<file path="src/rtl/q_capture_fifo.sv">
// q_capture_fifo
// Captures the word from a bank of Q-flops on each edge where every flop
// acknowledges. The word goes into a first-word-fall-through FIFO that a
// valid/ready consumer drains. The aggregated acknowledge is withheld when
// there is no room, so the Q-clock stalls instead of losing data. A sticky
// flag reports flops that stay in a partial-acknowledge state for too long.
module q_capture_fifo #(
    parameter int WIDTH   = 8,
    parameter int DEPTH   = 4,
    parameter int TIMEOUT = 15
) (
    input  logic                     clk,
    input  logic                     rst,
    input  logic [WIDTH-1:0]         q_data,
    input  logic [WIDTH-1:0]         q_ack,
    output logic                     ack_out,
    output logic [WIDTH-1:0]         out_data,
    output logic                     out_valid,
    input  logic                     out_ready,
    output logic [$clog2(DEPTH):0]   count,
    output logic                     full,
    output logic                     settle_err
);

    localparam int AW = $clog2(DEPTH);
    localparam int SW = $clog2(TIMEOUT + 1);
    localparam logic [AW:0]   DEPTH_C   = (AW + 1)'(DEPTH);
    localparam logic [SW-1:0] TIMEOUT_C = SW'(TIMEOUT);

    logic [WIDTH-1:0] mem [DEPTH];
    logic [AW-1:0]    wr_ptr;
    logic [AW-1:0]    rd_ptr;
    logic [SW-1:0]    stall_cnt;
    logic             all_ack;
    logic             partial_ack;
    logic             push;
    logic             pop;

    // Handshake decode. The flops never see the reset term of ack_out because
    // they are held in reset while rst is low anyway; only the output needs it.
    always_comb begin
        all_ack     = &q_ack;
        partial_ack = (|q_ack) & ~all_ack;
        push        = all_ack & (~full | out_ready);
        pop         = out_valid & out_ready;
        ack_out     = push & rst;
        out_valid   = (count != '0);
        full        = (count == DEPTH_C);
        out_data    = mem[rd_ptr];
    end

    // Storage: cleared on reset so out_data reads 0, written at the tail on push.
    always_ff @(posedge clk or negedge rst) begin
        if (!rst) begin
            for (int i = 0; i < DEPTH; i++) begin
                mem[i] <= '0;
            end
        end else if (push) begin
            mem[wr_ptr] <= q_data;
        end
    end

    // Pointers wrap naturally since DEPTH is a power of two; count tracks occupancy.
    always_ff @(posedge clk or negedge rst) begin
        if (!rst) begin
            wr_ptr <= '0;
            rd_ptr <= '0;
            count  <= '0;
        end else begin
            if (push) begin
                wr_ptr <= wr_ptr + 1'b1;
            end
            if (pop) begin
                rd_ptr <= rd_ptr + 1'b1;
            end
            case ({push, pop})
                2'b10:   count <= count + 1'b1;
                2'b01:   count <= count - 1'b1;
                default: count <= count;
            endcase
        end
    end

    // Settle monitor: count consecutive partial-ack cycles, saturating, and
    // latch the error on the edge that completes the TIMEOUT-th such cycle.
    always_ff @(posedge clk or negedge rst) begin
        if (!rst) begin
            stall_cnt  <= '0;
            settle_err <= 1'b0;
        end else begin
            if (partial_ack) begin
                if (stall_cnt != TIMEOUT_C) begin
                    stall_cnt <= stall_cnt + 1'b1;
                end
                if (stall_cnt >= TIMEOUT_C - 1'b1) begin
                    settle_err <= 1'b1;
                end
            end else begin
                stall_cnt <= '0;
            end
        end
    end

endmodule

</file>
<file path="config.mk">
export PLATFORM = sky130hd
export DESIGN_NAME = q_capture_fifo
export DESIGN_NICKNAME = d
export VERILOG_FILES = /design/src/rtl/q_capture_fifo.sv
export SDC_FILE = /design/constraint.sdc
export NUM_CORES = 1
export LEC_CHECK = 0
export ABC_CLOCK_PERIOD_IN_PS = 2800
export CAP_MARGIN = 20
export CORE_MARGIN = 3
export CORE_UTILIZATION = 45
export DETAILED_ROUTE_END_ITERATION = 10
export PLACE_DENSITY = 0.69
export SLEW_MARGIN = 20
export SYNTH_ARGS = -nofsm -noshare
export SYNTH_HDL_FRONTEND = slang
export SYNTH_SLANG_ARGS = --single-unit
</file>
<file path="constraint.sdc">
create_clock -name clk -period 2.8 [get_ports clk]
set_input_delay 0.56 -clock clk [delete_from_list [all_inputs] [get_ports clk]]
set_output_delay 0.56 -clock clk [all_outputs]
set_load 0.005 [all_outputs]
</file>
[Word level (Yosys, flattened, before mapping)]
Index checks and enable logic that the tools add are counted.
Storage, ports and cells
  bits in registers: 44
  latch bits: 0
  memory bits (writable): 0
  bits in read-only memories: 0
  input bits: 19
  output and inout port bits: 15
  word-level logic and storage cells: 47
  memories: 0
Operators by class
  add/subtract/negate cells: 5
  $mul: 0
  divide/modulo/power cells: 0
  magnitude comparators: 4
  equality and inequality tests: 5
  shift operators: 0
  multiplexer cells: 9
  bitwise logic cells: 9
  reduce and logical (&&, ||, !) cells: 6
Operator list (number)
  $bwmux W32: 1
  $mux W8: 3
  $bmux W8 S2: 1
  $demux W8 S2: 1
  $mux W4: 2
  $reduce_and A8 Y1: 1
  $reduce_or A8 Y1: 1
  $ge A3 B3 Y1 const B: 2
  $not A2 Y3: 2
  $pmux W3 S2: 1
  $add A2 B1 Y2 const B: 2
  $add A4 B1 Y4 const B: 1
  $and A1 B1 Y1: 4
  $ge A4 B4 Y1 const B: 1
  $ne A4 B4 Y1 const B: 1
  $add A3 B1 Y3 const B: 1
  $eq A3 B3 Y1 const B: 1
  $lt A3 B1 Y1 const B: 1
  $reduce_bool A3 Y1: 1
  $sub A3 B1 Y3 const B: 1
  $eq A2 B1 Y1 const B: 1
  $eq A2 B2 Y1 const B: 1
  $ne A2 B1 Y1 const B: 1
  $not A1 Y1: 2
  4 further kinds: 4

[Longest topological paths before layout]
Gate-level depths: netlist of run 1.
  word-level depth: 6
  mapped depth: 9
  depth with buffers taken out: 9

[Worst setup path after synthesis of run 1]
Ideal clock, no wire load.
  kind: input -> register
  start: input port out_ready
  end: register count[2]
  data arrival time: 2304 ps
  slack: 417 ps
  cell stages on the path: 9
  cells stage by stage: nor4b_4 > nor3_1 > inv_1 > ha_1 > inv_1 > fa_1 > xor2_1 > nor2_1 > xor2_1
On the way
  longest elaborated chain between the ends: 4
  elaborated cells on any way between the ends: 7
RTL lines
  from (decl): RTL line 19  | input logic out_ready,
  $or A1 B1 Y1: RTL line 44  | push = all_ack & (~full | out_ready);
  $and A1 B1 Y1: RTL line 44
  $eq A2 B1 Y1 / $eq A2 B2 Y1 (equally long branches): RTL line 76  | case ({push, pop})
  $pmux W3 S2 / $reduce_bool A2 Y1 (equally long branches)
  to (signal assigned): RTL line 77  | 2'b10: count <= count + 1'b1;
  to (signal assigned): RTL line 78  | 2'b01: count <= count - 1'b1;
  to (signal assigned): RTL line 79  | default: count <= count;
  to (decl): RTL line 20  | output logic [$clog2(DEPTH):0] count,
Parallel ways exist; a longest one is shown, timed or not.
A chain may end at the register's enable or synchronous reset.

[Final worst setup path of run 1]
  start: input port q_ack[3]
  end: output port ack_out
On the way
  longest elaborated chain between the ends: 3
RTL lines
  from (decl): RTL line 15  | input logic [WIDTH-1:0] q_ack,
  $reduce_and A8 Y1: RTL line 42  | all_ack = &q_ack;
  $and A1 B1 Y1: RTL line 44
  $and A1 B1 Y1: RTL line 46  | ack_out = push & rst;
  to (decl): RTL line 16  | output logic ack_out,
No other way between the ends.

==> impl_results.md, run 1 <==
- TritonCTS Buffers: 5
- GRT met2 Usage: 30.5%
- Number of inserted diodes: 0
- Max Root-Sink Buffers: 2
- Postcts setup bufs: 0
- Most frequent cells in the layout: 44 x dfrtp_1, 33 x mux2_2, 32 x clkdlybuf4s50_1, 10 x buf_4, 9 x inv_1
- Critical Path AT: about 2100 ps
- Post-Syn Area: 0.00217 mm^2
- FP Rows: 24
- Avg WL per Cell: 17.9 um
- Clk Latency, worst-skew pair: approximately 300 ps
- Port buffer count: 33
- Setup violators final: 0
- Post-synthesis cell type count: 28
- Die width: between 70 and 80 um
- Busiest layer in global routing: met2
- Drt pass-1 iters: 4
- Non-Filler Instances: between 200 and 250
- First-pass GRT wire length: 7.24 mm
- Root buf cell: clkbuf_8
- Total congestion overflow: 0
- Slew HR: 63.9%
- Largest net degree at the start of global routing: 45
- CTS tree: built
- Register area share after synthesis: between 50% and 60%
- Met1 global-route usage: 20.7%
- Cell Pwr Density: approximately 650 mW/mm^2
- CP Class: input pin to output port
- Synthesis-to-layout area growth: 24.8%
- Register bit total from synthesis: 44
- Min cycle time layout: between 2000 and 3000 ps
- Setup crit start kind: input pin
- Period utilization: 95.9%
- CP max FO: 2
- Tightest Pin Transition: 541 ps
- CTS sink count: 44
- Die Span Y: 75.4 um
- Final hold viol count: 0
- Yosys Warn Count: 0
- Run status: finished clean
- Critical Path RT: 2240 ps
- I/O Pins: 34
- Nets: 217
- DR vias/cell: 5.40
- Antenna violations before repair: 0
- FMAX: 373 MHz
- Met3 usage: 3.83%
- Final ANT Viol Nets: 0
- Final Skew: 5.55 ps
- Total Routed Length: 4.34 mm
- Vias in the first global route: ~1500
- GRT Overall Usage: 17.4%
- RSZ-0062 raised after global routing: no
- Min-Delay Path Class: input pin to async pin
- CP endpoint kind: output port
- Dpl hpwl: around 3.1 mm
- H-tree Lvls: 2
- Layout cells sized above 1: 36.3%
- MaxCap Viol Count: 0
- DRC Markers: 0
- Routability cong.: 0.709
- Placed cells: roughly 240
- Most common cell after layout, fill and taps aside: dfrtp_1
- Via count: 1308
- Hold-fix buffers, CTS: 0
- Clock-pin slew on the worst setup and hold paths: roughly 80 ps
- Setup TNS: 0 ps
- Pleak: 0.00123 uW
- CTS-repair resized insts: 0
- Cells after Synth: between 100 and 150
- Initial Util: 48.1%
- Average cell area after synthesis: 15.3 um^2
- Synthesized Nets: 169
- Slew Limit Fails: 0
- Fillers: 350
- Max VDD drop: about 0.35 mV
- 1st-iter DRT viols: 48
- Floorplan core area: 0.00450 mm^2
- Die footprint: roughly 0.0057 mm^2
==> critical path: stages <==
cell and delay, ps:
clkdlybuf4s50_1 520, nand4_4 110, nor3_1 260, and2_2 180
clkdlybuf4s50_1 490
==> routing by layer <==
| metal | wire length (um) | vias to the layer above |
|---|---|---|
| li1 | - | 617 |
| met5 | 0 | - |
| met4 | 84 | 0 |
| met1 | 1830 | 657 |
| met3 | 190 | 7 |
| met2 | 2230 | 27 |
==> cell usage after synthesis <==
master,instances,share of area [%]
a2111oi_0,2,0.81
o21ai_0,1,0.23
fa_1,1,0.92
and2_2,1,0.35
o31a_2,1,0.46
and3_1,1,0.29
nand2_1,1,0.17
buf_2,1,0.23
dfrtp_1,44,51
ha_1,7,4.0
nand3b_1,1,0.35
or3_2,1,0.35
o31ai_1,1,0.35
or4_1,2,0.69
mux2i_1,1,0.46
inv_1,9,1.6
xnor2_1,4,1.6
nand3_1,2,0.46
mux2_2,33,17
mux4_2,8,8.3
buf_1,1,0.17
nand4_2,1,0.58
o211ai_1,1,0.35
nor3_1,4,0.92
nor2_1,4,0.69
xor2_1,3,1.2
nor4b_4,5,5.5
nand4_4,1,0.98
==> logic make-up (layout without fill, tap and decap cells) <==
logic type | Yosys count | in the layout | share of synthesized area [%]
mux | 42 | 42 | 25.9
compound gates | 6 | 6 | 2.19
buf+inv | 11 | 59 | 1.96
flops | 44 | 44 | 50.8
fa+ha+maj | 8 | 8 | 4.97
xor+xnor | 7 | 7 | 2.83
simple gates | 24 | 24 | 11.3
==> path summary, 6_finish.rpt <==
| kind | slack [ps] | start | depth (start not counted) | endpoint |
|---|---|---|---|---|
| worst max-delay path | 120 | q_ack[3] | 5 | ack_out |
| worst min-delay path | 350 | rst | 2 | wr_ptr[1] |
| worst max register to register | 640 | count[0] | 10 | count[2] |
| worst min register to register | 480 | settle_err | 2 | settle_err |
| max in group asynchronous | 2090 | rst | 2 | mem[25] |
| min in group clk | 480 | settle_err | 2 | settle_err |
==> per-stage QoR <==
step	hold slack [ps]	cell area [um^2]	total power [uW]	util (%)	worst slack (ps)
5_1_grt	398	2710	1880	60.1	13.0
3_3_place_gp	453	2620	1370	58.3	157
6_report	347	2710	1760	60.1	116
4_1_cts	368	2710	1790	60.1	97.4
3_5_place_dp	466	2620	1410	58.3	112
2_1_floorplan	264	2170	1170	-	417
==> cell type report <==
class	instances	area, um^2	share of cell area (%)
Clock inverter	2	12.5	0.463
Clock buffer	5	68.8	2.54
Sequential cell	44	1100	40.7
Tap cell	52	65.1	2.41
Timing Repair Buffer	43	400	14.8
Multi-Input combinational cell	87	1020	37.8
Inverter	9	33.8	1.25
==> flip-flops by register name, indices dropped and copies added, names as in the netlist <==
| signal | count |
|---|---|
| settle_err | 1 |
| count | 3 |
| stall_cnt | 4 |
| wr_ptr | 2 |
| mem | 32 |
| rd_ptr | 2 |
==> report_power, final <==
| group | leakage, uW | switching (uW) | internal (uW) |
|---|---|---|---|
| Sequential | 0.000579 | 133 | 723 |
| Clock | 0.0000400 | 209 | 169 |
| Combinational | 0.000610 | 215 | 311 |
| Total | 0.00123 | 558 | 1200 |
Note: power is estimated with default switching activity, not from simulation.
==> run 2, diff against run 1 <==
- CELL_PAD_IN_SITES_DETAIL_PLACEMENT: unset -> 0
- CELL_PAD_IN_SITES_GLOBAL_PLACEMENT: unset -> 1
- CORE_MARGIN: 3 -> unset
- DONT_BUFFER_PORTS: unset -> 1
- PLACE_DENSITY: 0.69 -> unset
- PLACE_DENSITY_LB_ADDON: unset -> 0.1
==> run 2 against run 1 <==
The run now ends with design-rule violations left. Hold slack got worse by 260 ps. Combinational power fell by 31%. Highest routed layer unchanged. Critical path type is now flop to flop. Setup slack improved by 150 ps. Sequential cell count did not move. Largest cell class unchanged. Clock skew rose by 6.2 ps. Register-to-register slack got worse by 380 ps.
==> impl_results.md, run 2 (synthesis gave the netlist of run 1 again) <==
- CP max stage delay: a little over 600 ps
- Initial Util: 48.1%
- CP max FO: 6
- Slowest stage cell, crit path: nor4b_4
- Clk Latency, worst-skew pair: 300 ps
- Setup violators final: 0
- Period utilization: 90.7%
- FP Rows: 24
- Total Routed Length: 3.81 mm
- Design area: 0.00238 mm^2
- Drt pass-1 iters: 6
- Min cycle time layout: 2540 ps
- Most frequent cells in the layout: 44 x dfrtp_1, 33 x mux2_2, 9 x inv_1, 8 x mux4_2, 7 x ha_1
- Final ANT Viol Nets: 0
- Setup TNS: 0 ps
- RSZ-0062 raised after global routing: no
- Critical Path RT: 3020 ps
- Max VDD drop: 0.498 mV
- Max reg flops: 32
- TritonCTS Buffers: 5
- CP endpoint kind: flop
- Die Span Y: 71.4 um
- Floorplan core area: 0.00450 mm^2
- CTS tree: built
- Slew Limit Fails: 0
- Cell Area, Placed: 0.00223 mm^2
- Setup crit start kind: flop
- Most common cell after layout, fill and taps aside: dfrtp_1
- Clock-pin slew on the worst setup and hold paths: 80 ps
- MaxCap Viol Count: 0
- First-pass GRT wire length: between 6 and 7 mm
- 1st-iter DRT viols: about 110
- FMAX: 394 MHz
- Min-Delay Path Class: input pin to async pin
- Final Skew: roughly 12 ps
- Pwr Total: 1760 uW
- Postcts setup bufs: 0
- Pleak: 0.00109 uW
- Root buf cell: clkbuf_8
- Max Root-Sink Buffers: 2
- Crit-path cells: nor4b_4 > nor3_1 > inv_1 > ha_1 > inv_1 > fa_1 > xor2_1 > nor2_1 > xor2_1
- Total congestion overflow: 0
- Dpl hpwl: 2.56 mm
- CTS sink count: 44
- Antenna violations before repair: 0
- Die width: 71.4 um
- I/O Pins: 34
- Layout cells sized above 1: 40.7%
- Tightest Pin Transition: 751 ps
- Die footprint: 0.00510 mm^2
- Largest net degree at the start of global routing: 45
- Nets: 176
- Via count: 1176
- Failing checks: design-rule violations
- Number of inserted diodes: 0
- Avg WL per Cell: 18.9 um
- Largest registers: mem: 32 flops, stall_cnt: 4 flops, count: 3 flops
- Cell Pwr Density: approximately 740 mW/mm^2
- Critical Path AT: 2760 ps
- CP Class: flop to flop
- DR vias/cell: 5.82
- H-tree Lvls: 2
- GRT Overall Usage: approximately 17%
- Run status: complete, but fails checks
- Vias in the first global route: 1290
- CTS-repair resized insts: 0
- Crit path max-delay family: simple AND/OR/NAND/NOR gates
- Register bank with the most flops: mem
- Final hold viol count: 0
- Port buffer count: 0
- Slew HR: 49.7%
- WP buf/inv: 2
- Post-Route Utilization: between 50% and 60%
- Routability cong.: approximately 0.63
- DRC Markers: 2
- Synthesis-to-layout area growth: 9.82%
[run 2: cell count changes in the layout (fill, tap and decap cells not counted), sizes merged]
cell | previous run | this run
buf | 11 | 2
clkinvlp | 1 | 0
clkbuf | 5 | 6
bufinv | 0 | 1
clkdlybuf4s50 | 32 | 0
[run 2: metrics by stage]
stage | std cells | hold WS [ps] | setup slack, ps
detailed placement | 193 | 265 | 228
CTS | 202 | 93.3 | 230
global route | 202 | 90.0 | 138
finish | 202 | 83.0 | 261
floorplan | 142 | 264 | 417
global placement | 193 | 265 | 324
[run 2: worst paths after layout]
check / cells past startpoint / endpoint / start / slack (ps)
min in group clk: 1 / mem[16] / q_data[0] / 400
max in group asynchronous: 1 / mem[15] / rst / 2490
worst max-delay path: 9 / count[2] / count[0] / 260
worst min register to register: 1 / mem[2] / mem[2] / 500
worst max register to register: 9 / count[2] / count[0] / 260
worst min-delay path: 1 / stall_cnt[3] / rst / 80
[run 2: timing repair]
item / 4_1_cts / 5_1_grt
endpoints found under the hold margin: 44 / 0
endpoints found under the setup margin: 0 / 0
hold buffers: 1 / 0
[run 2: worst reg2reg max path, delay by kind of cell (launching register included)]
family        cells  cell delay, ps
simple gates      3             940
fa+ha+maj         2             570
flops             1             480
xor+xnor          2             310
buf+inv           2             170
[run 2: where the power goes]
part           switching [uW]  total, uW  internal (uW)
sequential                163        885            722
clock                     220        512            292
combinational             155        365            211
[run 2: area by class of cell]
cell class	instances	area [um^2]
multi-input combinational	87	1020
timing repair buffer	2	35.0
tap	52	65.1
clock buffer	6	82.6
fill	389	2120
inverter	9	33.8
clock inverter	2	38.8
sequential	44	1100
[run 2: routing by layer]
| metal | wire length (um) | GRT usage (%) |
|---|---|---|
| met1 | 1690 | 22.1 |
| met2 | 1860 | 26.7 |
| met3 | 203 | 5.06 |
| met4 | 59 | 7.78 |
| met5 | 0 | 0 |
